===== src/rtl/if_fetch_stage.sv =====
// Instruction fetch stage: single-cycle handshake to instruction memory and the
// IF/ID pipeline register, with a one-entry buffer to park a word fetched under stall.
//
// state | meaning
// ------+-----------------------------------------------------------------
// FETCH | request issued at PC; result goes straight into IF/ID
// HOLD  | word returned under stall is parked in the buffers; no request
module if_fetch_stage #(
    parameter logic [31:0] NOP_INSTR = 32'h00000013
) (
    input  logic        CLK,
    input  logic        rst,
    input  logic [31:0] PC,
    input  logic        flush,
    input  logic        stall,
    input  logic [31:0] imem_rdata,
    input  logic        imem_ready,
    output logic        imem_req,
    output logic [31:0] imem_addr,
    output logic        fetch_busy,
    output logic [31:0] IF_ID_instr,
    output logic [31:0] IF_ID_PC,
    output logic [31:0] IF_ID_PC4,
    output logic        IF_ID_valid
);

    localparam logic [0:0] FETCH = 1'b0;
    localparam logic [0:0] HOLD  = 1'b1;

    logic [0:0]  state_q;
    logic [31:0] instr_buf_q;
    logic [31:0] pc_buf_q;

    assign imem_addr = PC;
    assign imem_req  = rst && (state_q == FETCH);

    // Flush must let the PC take the branch target, so it clears busy in either state.
    always_comb begin
        fetch_busy = 1'b1;
        if (rst) begin
            if (flush) begin
                fetch_busy = 1'b0;
            end else if (state_q == FETCH) begin
                fetch_busy = !(imem_ready && !stall);
            end else begin
                fetch_busy = 1'b1;
            end
        end
    end

    always_ff @(posedge CLK) begin
        if (!rst) begin
            state_q     <= FETCH;
            instr_buf_q <= 32'd0;
            pc_buf_q    <= 32'd0;
            IF_ID_instr <= NOP_INSTR;
            IF_ID_PC    <= 32'd0;
            IF_ID_PC4   <= 32'd0;
            IF_ID_valid <= 1'b0;
        end else if (flush) begin
            state_q     <= FETCH;
            instr_buf_q <= 32'd0;
            pc_buf_q    <= 32'd0;
            IF_ID_instr <= NOP_INSTR;
            IF_ID_valid <= 1'b0;
        end else begin
            case (state_q)
                FETCH: begin
                    if (!stall) begin
                        if (imem_ready) begin
                            IF_ID_instr <= imem_rdata;
                            IF_ID_PC    <= PC;
                            IF_ID_PC4   <= PC + 32'd4;
                            IF_ID_valid <= 1'b1;
                        end else begin
                            IF_ID_instr <= NOP_INSTR;
                            IF_ID_valid <= 1'b0;
                        end
                    end else if (imem_ready) begin
                        instr_buf_q <= imem_rdata;
                        pc_buf_q    <= PC;
                        state_q     <= HOLD;
                    end
                end
                HOLD: begin
                    if (!stall) begin
                        IF_ID_instr <= instr_buf_q;
                        IF_ID_PC    <= pc_buf_q;
                        IF_ID_PC4   <= pc_buf_q + 32'd4;
                        IF_ID_valid <= 1'b1;
                        state_q     <= FETCH;
                    end
                end
                default: begin
                    state_q <= FETCH;
                end
            endcase
        end
    end

endmodule


===== config.mk =====
export PLATFORM = sky130hd
export DESIGN_NAME = if_fetch_stage
export DESIGN_NICKNAME = d
export VERILOG_FILES = /design/src/rtl/if_fetch_stage.sv
export SDC_FILE = /design/constraint.sdc
export NUM_CORES = 1
export LEC_CHECK = 0
export BUFFER_PORTS_ARGS = -buffer_cell sky130_fd_sc_hd__buf_2
export CORE_MARGIN = 3
export CORE_UTILIZATION = 46
export CTS_CLUSTER_DIAMETER = 100
export CTS_CLUSTER_SIZE = 40
export DETAILED_ROUTE_END_ITERATION = 12
export GPL_TIMING_DRIVEN = 0
export HOLD_SLACK_MARGIN = 0.12
export PLACE_DENSITY = 0.72
export SYNTH_ARGS = -nofsm -noshare
export SYNTH_HDL_FRONTEND = slang
export SYNTH_SLANG_ARGS = --single-unit

===== constraint.sdc =====
create_clock -name CLK -period 2.95 [get_ports CLK]
set_clock_uncertainty 0.05 [all_clocks]
set_input_delay 0.59 -clock CLK [delete_from_list [all_inputs] [get_ports CLK]]
set_output_delay 0.59 -clock CLK [all_outputs]
set_load 0.05 [all_outputs]

==> impl_results.md <==
* Worst-path clk slew at 0.07 ns
* First-pass GRT wire length at 37000 um
* Count of input and output buffers at 197
* Crit-path slowest cell: clkbuf_1
* Non-filler instance count after layout at 1419
* RSZ-0062 raised after global routing: no
* Core ar. at 15900 um2
* Post-synth ARST share at 0%
* Max Buffers Root-to-Sink at 2
* Startpoint types: input pin
* Yosys cell types at 51
* Clk_lat worst skew at 0.43 ns
* Hold Slack at 0.351 ns
* Cell count after placement at 1385
* Post-Route WL at 23300 um
* Fin crit period at 2.86 ns
* HPWL Detailed at 17400 um
* Synth Warn # at 0
* CP bufs+invs at 6
* Critical Path RT at 2.31 ns
* Area Overhead vs Synth at 25.3%
* Clock root buffer: clkbuf_16
* Number of max-cap violations at 0
* CTS tree: built
* Peak VDD IR at 0.441 mV
* Max-slew violation count at 0
* Yosys top cell area share at 42.8%
* CP top delay family: buffers and inverters
* Nets at 1259
* H-tree Lvls at 4
* Wire length per cell at 16.4 um
* CP cell instances: buf_2, buf_4, inv_1, clkbuf_1, clkbuf_1, nor2_1, buf_2
* # DRC at 0
* Tot GR Track Use at 25.7%
* Setup TNS at 0 ns
* Most frequent cells in the layout: buf_2, nand2_1, dfxtp_1
* Gp weighted congestion at 0.933
* Final Setup Violations at 0
* Clock Sinks at 160
* Row count at 46
* Hold depth at 3
* Crit Path Class: in2out
* Synth Register Bits at 160
* Post-route ant nets at 0
* CP endpoint kind: output port
* Initial core utilization at 47.1%
* Status: finished clean
* Initial antenna violation count at 0
* Hold Crit Class: in2reg
* Layout fillers at 1525
* Worst stage delay on the critical path at 0.45 ns
* Synthesized area per cell at 7.71 um2
* Grt ovf at 0
* Number of global-route vias before repair at 7090
* Die span in y at 134 um
* Top FF cell, synth: dfxtp_1
* I/O pin count at 200
* PD cells at 580 nW/um2
* Sequential element share of the synthesized area at 42.8%
* Commonest non-fill, non-tap cell in the layout: buf_2
* Largest net degree at the start of global routing at 20
* Syn Nets at 1042
* Vias/cell at 5.47
* Synth area leaders: dfxtp_1, nand2_1, a21oi_1, nand3_1, nor2_1
* Chip width at 134 um
* Worst-path maximum fanout at 10
* Post-synth EDFFs at 0
* Proportion of layout cells with a drive suffix above 1 at 25.2%
* Mapped Area at 7490 um2
* Vias post-DR at 7762
* Tcrit/Tclk final at 96.9%
* Starting DRC count in detailed routing at 679
* Die Area at 17800 um2
* WP data arrival at 2.22 ns
* Leak at 3.78 nW
* Worst Tran Pin Value at 0.693 ns
* Reg2Reg Depth at 9
* Fmax at 350 MHz
* Fin. Hold Viols at 0
* CTS buffer count at 17
* Rel. slew slack at 53.8%
* First drt pass iteration count at 7
* Crit. path cell count at 7
* Area leader, netlist: dfxtp_1
* Count of hold buffers inserted by post-cts repair at 0
* Post-Syn Instances at 972
-- metrics by stage --
stage	util, %	power, W	setup WS [ns]	area, um2
3_5_place_dp	55.1	0.00319	-0.289	8750
4_1_cts	58.9	0.00546	0.0138	9360
3_3_place_gp	55.1	0.00318	-0.278	8750
5_1_grt	59.1	0.00563	0.0206	9380
2_1_floorplan	-	0.00293	0.224	7490
6_report	59.1	0.00545	0.0927	9390
-- final timing paths --
kind / startpoint / to / slack [ns]
max: rst / imem_req / 0.09
min: imem_rdata[21] / instr_buf_q[21] / 0.35
max reg2reg: state_q / IF_ID_PC4[30] / 0.22
min reg2reg: IF_ID_PC4[4] / IF_ID_PC4[4] / 0.40
-- power by group --
part           total [W]  switching (W)  internal, W  leakage [nW]
Combinational   0.000879       0.000636     0.000243          2.18
Clock            0.00229       0.000916      0.00138         0.300
Sequential       0.00227      0.0000427      0.00223          1.30
-- registers in the layout (all words and copies together), names as in the netlist --
name and flops:
IF_ID_PC 32, IF_ID_instr 32, instr_buf_q 32, pc_buf_q 32, IF_ID_PC4 30, IF_ID_valid 1, state_q 1
-- final cells by class --
cell class	count	area (um2)	area share [%]
multi-input cells	700	3710	39.5
flip-flops and latches	160	3200	34.1
repair buffers	200	1010	10.8
plain buffers	106	564	6.01
clock buffers	19	453	4.83
well taps	216	270	2.88
clock inverters	13	160	1.71
inverters	4	15.0	0.160
diodes	1	2.50	0.0267
-- per-layer routing --
layer / routed length, um / vias up / global-route usage [%]
met4: 572 / 0 / 8.34
met1: 10200 / 3579 / 34.5
met3: 2160 / 51 / 6.42
met2: 10400 / 341 / 40.9
met5: 0 / - / 0
li1: - / 3791 / -
-- cell usage after synthesis (all sizes together), types with 11 or more instances --
library cell	count
a211oi	23
a21oi	137
buf	63
clkbuf	45
dfxtp	160
mux2i	28
nand2	204
nand3	83
nand3b	11
nand4	15
nor2	86
nor3	11
o21ai	20
-- worst register-to-register path: stages, from the launching register on --
cell and delay (ns):
dfxtp_1 0.36, buf_6 0.27, buf_4 0.28, mux2_2 0.23, ha_1 0.19, inv_1 0.09, a211oi_4 0.36, nand4_4 0.25
o31a_1 0.36, o31ai_1 0.21
-- cells by family (layout without fill, tap and decap cells) --
group | count (synthesis) | count (layout) | synth area share [%]
compound gates | 219 | 219 | 17.3
xor+xnor | 10 | 10 | 1.17
fa+ha+maj | 1 | 1 | 0.167
buf+inv | 112 | 342 | 7.82
flops | 160 | 160 | 42.8
mux | 34 | 34 | 4.69
other cells | 0 | 1 | 0
simple gates | 436 | 436 | 26.1
-- what timing repair did --
| item | 4_1_cts | 5_1_grt |
|---|---|---|
| endpoints found under the setup margin | 11 | 3 |
| gates resized for setup | 3 | 3 |
| setup buffers | 0 | 3 |
| pin swaps | 0 | 1 |
Power figures use the tool's default switching activity.
